`config.mk`:
```
export PLATFORM = sky130hd
export DESIGN_NAME = quadrilatero_wport_arbiter
export DESIGN_NICKNAME = d
export VERILOG_FILES = /design/src/rtl/quadrilatero_pkg.sv /design/src/rtl/quadrilatero_rr_picker.sv /design/src/rtl/quadrilatero_wport_arbiter.sv
export SDC_FILE = /design/constraint.sdc
export NUM_CORES = 1
export LEC_CHECK = 0
export BUFFER_PORTS_ARGS = -buffer_cell sky130_fd_sc_hd__buf_2
export CELL_PAD_IN_SITES_DETAIL_PLACEMENT = 0
export CELL_PAD_IN_SITES_GLOBAL_PLACEMENT = 1
export CORE_AREA = 2 2 215 217
export CTS_BUF_LIST = sky130_fd_sc_hd__clkbuf_2
export DETAILED_ROUTE_END_ITERATION = 12
export DIE_AREA = 0 0 217 219
export GPL_TIMING_DRIVEN = 1
export PLACE_DENSITY = 0.48
export REMOVE_ABC_BUFFERS = 1
export SYNTH_ARGS = -nofsm -noshare
export SYNTH_HDL_FRONTEND = slang
export SYNTH_SLANG_ARGS = --single-unit
export TNS_END_PERCENT = 30
```
`constraint.sdc`:
```
create_clock -name clk_i -period 6.25 [get_ports clk_i]
set_input_delay 0.3125 -clock clk_i [delete_from_list [all_inputs] [get_ports clk_i]]
set_output_delay 0.3125 -clock clk_i [all_outputs]
set_load 0.05 [all_outputs]
```
`src/rtl/quadrilatero_pkg.sv`:
```
// Shared types for the quadrilatero matrix register-file write path:
// write-port beat layout, arbiter state encoding and pointer arithmetic.
package quadrilatero_pkg;

    localparam int QL_RLEN   = 128;
    localparam int QL_N_REGS = 8;
    localparam int QL_N_ROWS = 4;
    localparam int QL_REG_AW = $clog2(QL_N_REGS);
    localparam int QL_ROW_AW = $clog2(QL_N_ROWS);

    typedef struct packed {
        logic [QL_REG_AW-1:0] waddr;
        logic [QL_ROW_AW-1:0] wrowaddr;
        logic [QL_RLEN-1:0]   wdata;
        logic                 wlast;
    } wport_req_t;

    typedef enum logic {
        IDLE   = 1'b0,
        LOCKED = 1'b1
    } wport_state_e;

    // Round-robin successor: n-1 wraps back to 0.
    function automatic int wrap_inc(input int idx, input int n);
        return (idx + 1 >= n) ? 0 : idx + 1;
    endfunction

endpackage

```
`src/rtl/quadrilatero_rr_picker.sv`:
```
// Rotating-priority encoder: first set request at or after ptr_i (mod N_REQ).
// Purely combinational; valid_o low when no request is set.
module quadrilatero_rr_picker #(
    parameter int N_REQ = 3,
    localparam int PW   = $clog2(N_REQ)
) (
    input  logic [N_REQ-1:0] req_i,
    input  logic [PW-1:0]    ptr_i,
    output logic [PW-1:0]    grant_o,
    output logic             valid_o
);

    int idx;

    // Scan farthest offset first so the nearest requester after ptr_i wins.
    always_comb begin
        grant_o = ptr_i;
        valid_o = 1'b0;
        idx     = 0;
        for (int k = N_REQ - 1; k >= 0; k--) begin
            idx = (int'(ptr_i) + k) % N_REQ;
            if (req_i[idx]) begin
                grant_o = PW'(idx);
                valid_o = 1'b1;
            end
        end
    end

endmodule

```
`src/rtl/quadrilatero_wport_arbiter.sv`:
```
// Burst-locking round-robin arbiter for the matrix register-file write port.
// A winner keeps the port until its wlast beat is accepted; data passes through untouched.
module quadrilatero_wport_arbiter
    import quadrilatero_pkg::*;
#(
    parameter int N_REQ  = 3,
    parameter int RLEN   = QL_RLEN,
    parameter int N_REGS = QL_N_REGS,
    parameter int N_ROWS = QL_N_ROWS,
    localparam int AW    = $clog2(N_REGS),
    localparam int RW    = $clog2(N_ROWS),
    localparam int PW    = $clog2(N_REQ)
) (
    input  logic                clk_i,
    input  logic                rst_ni,
    input  logic [N_REQ*AW-1:0] req_waddr_i,
    input  logic [N_REQ*RW-1:0] req_wrowaddr_i,
    input  logic [N_REQ*RLEN-1:0] req_wdata_i,
    input  logic [N_REQ-1:0]    req_we_i,
    input  logic [N_REQ-1:0]    req_wlast_i,
    output logic [N_REQ-1:0]    req_wready_o,
    output logic [AW-1:0]       waddr_o,
    output logic [RW-1:0]       wrowaddr_o,
    output logic [RLEN-1:0]     wdata_o,
    output logic                we_o,
    output logic                wlast_o,
    input  logic                wready_i,
    output logic                locked_o,
    output logic [PW-1:0]       owner_o
);

    if (N_REQ < 2) begin : g_bad_nreq
        $error("quadrilatero_wport_arbiter: N_REQ must be at least 2");
    end
    // The beat struct is sized by the package geometry, so the instance must match it.
    if (RLEN != QL_RLEN || N_REGS != QL_N_REGS || N_ROWS != QL_N_ROWS) begin : g_bad_geom
        $error("quadrilatero_wport_arbiter: geometry differs from quadrilatero_pkg");
    end

    wport_state_e   state_q, state_d;
    logic [PW-1:0]  owner_q, owner_d;
    logic [PW-1:0]  rr_ptr_q, rr_ptr_d;
    logic [PW-1:0]  pick_idx;
    logic           pick_valid;
    logic [PW-1:0]  sel;
    logic           active;
    logic           accept;
    wport_req_t     beat;

    quadrilatero_rr_picker #(.N_REQ(N_REQ)) u_picker (
        .req_i   (req_we_i),
        .ptr_i   (rr_ptr_q),
        .grant_o (pick_idx),
        .valid_o (pick_valid)
    );

    // While locked only the owner is forwarded, even when it has nothing to write.
    always_comb begin
        sel          = (state_q == LOCKED) ? owner_q : pick_idx;
        active       = (state_q == LOCKED) ? req_we_i[sel] : pick_valid;
        beat         = '0;
        req_wready_o = '0;
        if (active) begin
            beat.waddr       = req_waddr_i[int'(sel)*AW +: AW];
            beat.wrowaddr    = req_wrowaddr_i[int'(sel)*RW +: RW];
            beat.wdata       = req_wdata_i[int'(sel)*RLEN +: RLEN];
            beat.wlast       = req_wlast_i[sel];
            req_wready_o[sel] = wready_i;
        end
    end

    assign we_o       = active;
    assign waddr_o    = beat.waddr;
    assign wrowaddr_o = beat.wrowaddr;
    assign wdata_o    = beat.wdata;
    assign wlast_o    = beat.wlast;
    assign accept     = active & wready_i;
    assign locked_o   = (state_q == LOCKED);
    assign owner_o    = (state_q == LOCKED) ? owner_q : (pick_valid ? pick_idx : rr_ptr_q);

    always_comb begin
        state_d  = state_q;
        owner_d  = owner_q;
        rr_ptr_d = rr_ptr_q;
        case (state_q)
            IDLE: begin
                if (accept) begin
                    if (beat.wlast) begin
                        rr_ptr_d = PW'(wrap_inc(int'(pick_idx), N_REQ));
                    end else begin
                        state_d = LOCKED;
                        owner_d = pick_idx;
                    end
                end
            end
            LOCKED: begin
                if (accept && beat.wlast) begin
                    state_d  = IDLE;
                    rr_ptr_d = PW'(wrap_inc(int'(owner_q), N_REQ));
                end
            end
            default: state_d = IDLE;
        endcase
    end

    always_ff @(posedge clk_i or negedge rst_ni) begin
        if (!rst_ni) begin
            state_q  <= IDLE;
            owner_q  <= '0;
            rr_ptr_q <= '0;
        end else begin
            state_q  <= state_d;
            owner_q  <= owner_d;
            rr_ptr_q <= rr_ptr_d;
        end
    end

endmodule

```
==> out/qor.yml <==
drtPass1Iterations: 4
dieArea_sq_mm: 0.0475
initial_utilization_pct: 9.08
clk_pin_slew_worst_paths_ns: 0.07
post_synth_fa_ha_maj_area_fraction_pct: 0.917
die_w_um: 217
dieHeight_um: 219
timing_worst_setup_path_type: "reg -> out"
rr_worst_depth: 10
multi_input_comb_area_sq_mm: 0.00355
tritoncts: "built"
finalCritPeriodShare_pct: 64.5
numPortBuffers: 548
mostFrequentLayoutCells: "buf_2 (548), mux2i_1 (138), a21oi_1 (136)"
route.detailed.wl_per_inst_um: 16.1
synth.mux.area_fraction_pct: 34.3
synth_top_area_share_pct: 33.7
clock-root-buffer: "clkbuf_2"
crit_required_ns: 5.94
cp-startpoint: "rr_ptr_q[0]"
worst-slew-pin-transition_ns: 0.858
place.gp.congestion: 0.767
place_worst_setup_slack_ns: 2.31
yosysUniqueCellTypes: 46
htreeDepth: 1
async_reset_ff_share_pct: 100
maxCapViolations: 0
layout.cells.most_common: "buf_2"
worst_r2r_endpoint: "owner_q[1]"
design.portCount: 549
finalNetCount: 1452
synth_cells: 555
outcome: "finished clean"
cts_inserted_buffers: 3
critical_path_peak_fanout: 61
remaining_drc_errors: 0
postLayoutSetupSlackWorst_ns: 2.22
synth_xor_area_share_pct: 0
first_global_vias: 6296
synthSimpleGateAreaFrac_pct: 5.13
synth_top_family_by_area: "compound AO/OA/AOI/OAI gates"
synth_compound_gate_area_share_pct: 46.0
final_hold_viol_count: 0
vias_per_cell: 3.93
grt_antenna_before_repair: 4
rsz_0062_raised_after_global_routing: "no"
synth.ff_latch_count: 5
dr_total_vias: 6442
finalCriticalPeriod_ns: 4.03
drive_gt1_share_pct: 54.8
drt.antenna.violating_nets: 0
maximum_number_of_pins_on_one_net_before_global_route_repair: 156
dominantRegCellSynth: "dfrtp_1"
worst_setup_path_endpoint: "wdata_o[78]"
netlist_top_cells_area: "mux2i_1 (34%), a211oi_1 (24%), a21oi_1 (17%)"
clock_skew_ns: 0.0130
critPathCaptureType: "primary output"
initialDrtViolationCount: 173
arrival_ns: 3.72
r2r_slack_ns: 3.13
synth_warnings: 0
wl_um: 26300
reg2reg_from: "rr_ptr_q[0]"
clkSinkCount: 5
ff_latch_area_sq_um: 125
mapped_avg_cell_area_sq_um: 7.38
globalRoute.totalOverflow: 0
netlist.top_cell.by_area: "mux2i_1"
fp.coreArea_sq_mm: 0.0451
report.final.setup_viol: 0
cts.repair_timing.setup_buffer_count: 0
filler_cell_count: 5242
slew_violations: 0
clockBufferDepth: 2
groute.usage.overall_pct: 9.78
setup.worst_path.start_class: "flip-flop"
post_synth_instance_area_sq_mm: 0.00409
seq_area_frac_synth_pct: 3.06
cell_row_count: 78
synth-edff-count: 0
global_route_wire_length_before_repair_um: 36800
max-slew-margin-rel_pct: 42.8
area_growth_pct: 79.7
place_hpwl_um: 21800
worstHoldPathType: "in -> async"
clock_insertion_delay_worst_skew_ns: 0.22
max_clock_freq_ghz: 0.248
synth_stat cells, drive strengths merged (2+ instances only):
cell type / number
nand2b: 4
clkbuf: 20
nor2: 3
mux2i: 138
mux2: 2
nor2b: 6
inv: 6
o31a: 2
nand3b: 3
o21ai: 6
and3: 4
dfrtp: 5
ha: 3
a21oi: 138
nand2: 3
buf: 56
o211ai: 2
a211oi: 133
nor3: 2
cell type report:
type	instances	share of cell area [%]
clock buffer	4	0.272
sequential	5	1.70
antenna	1	0.0340
timing repair buffer	557	39.3
multi-input combinational	468	48.2
inverter	6	0.306
tap	600	10.2
stage by stage:
stage / utilization [%] / setup TNS, ns / hold WS [ns] / instance area (sq um) / instances
6_report: 16.3 / 0 / 0.432 / 7360 / 1641
5_1_grt: 16.3 / 0 / 0.449 / 7350 / 1640
4_1_cts: 16.3 / 0 / 0.441 / 7350 / 1640
3_5_place_dp: 16.2 / 0 / 0.142 / 7320 / 1635
3_3_place_gp: 16.2 / 0 / 0.139 / 7320 / 1635
2_1_floorplan: - / -239.56 / 0.0169 / 3680 / 479
per-layer routing:
layer / wire [um] / GRT usage (%)
met5: 21 / 0
met4: 248 / 1.05
met3: 2110 / 2.11
met2: 13600 / 18.5
met1: 10400 / 11.5
how the worst min path moves through the flow:
stage | to | slack (ns)
floorplan | async pin | 0.02
global placement | owner_q[0] | 0.14
detailed placement | owner_q[0] | 0.14
CTS | async pin | 0.44
global route | async pin | 0.45
finish | async pin | 0.43
timing repair:
| item | 4_1_cts | 5_1_grt |
|---|---|---|
| hold endpoints to repair | 5 | 0 |
| resized for setup | 0 | 0 |
| hold buffers | 1 | 0 |
kinds of logic (layout without fill, tap and decap cells):
family | count (synthesis) | count (layout)
flip-flops | 5 | 5
AO/OA/AOI/OAI | 293 | 293
buffers and inverters | 82 | 567
AND/OR/NAND/NOR | 32 | 32
other | 0 | 1
multiplexers | 140 | 140
adder cells (fa/ha/maj) | 3 | 3
worst max-delay path, stage by stage, from the launching register on:
cell	delay [ns]
dfrtp_1	0.40
inv_1	0.11
ha_1	0.34
mux2i_1	0.17
o211ai_1	0.30
nand4_1	0.21
nand3_4	0.42
buf_12	0.39
mux2i_1	0.59
a211oi_1	0.17
buf_2	0.25
Power is not shown: default switching activity piles up to over one toggle a cycle in this logic, so the estimate is an artifact.
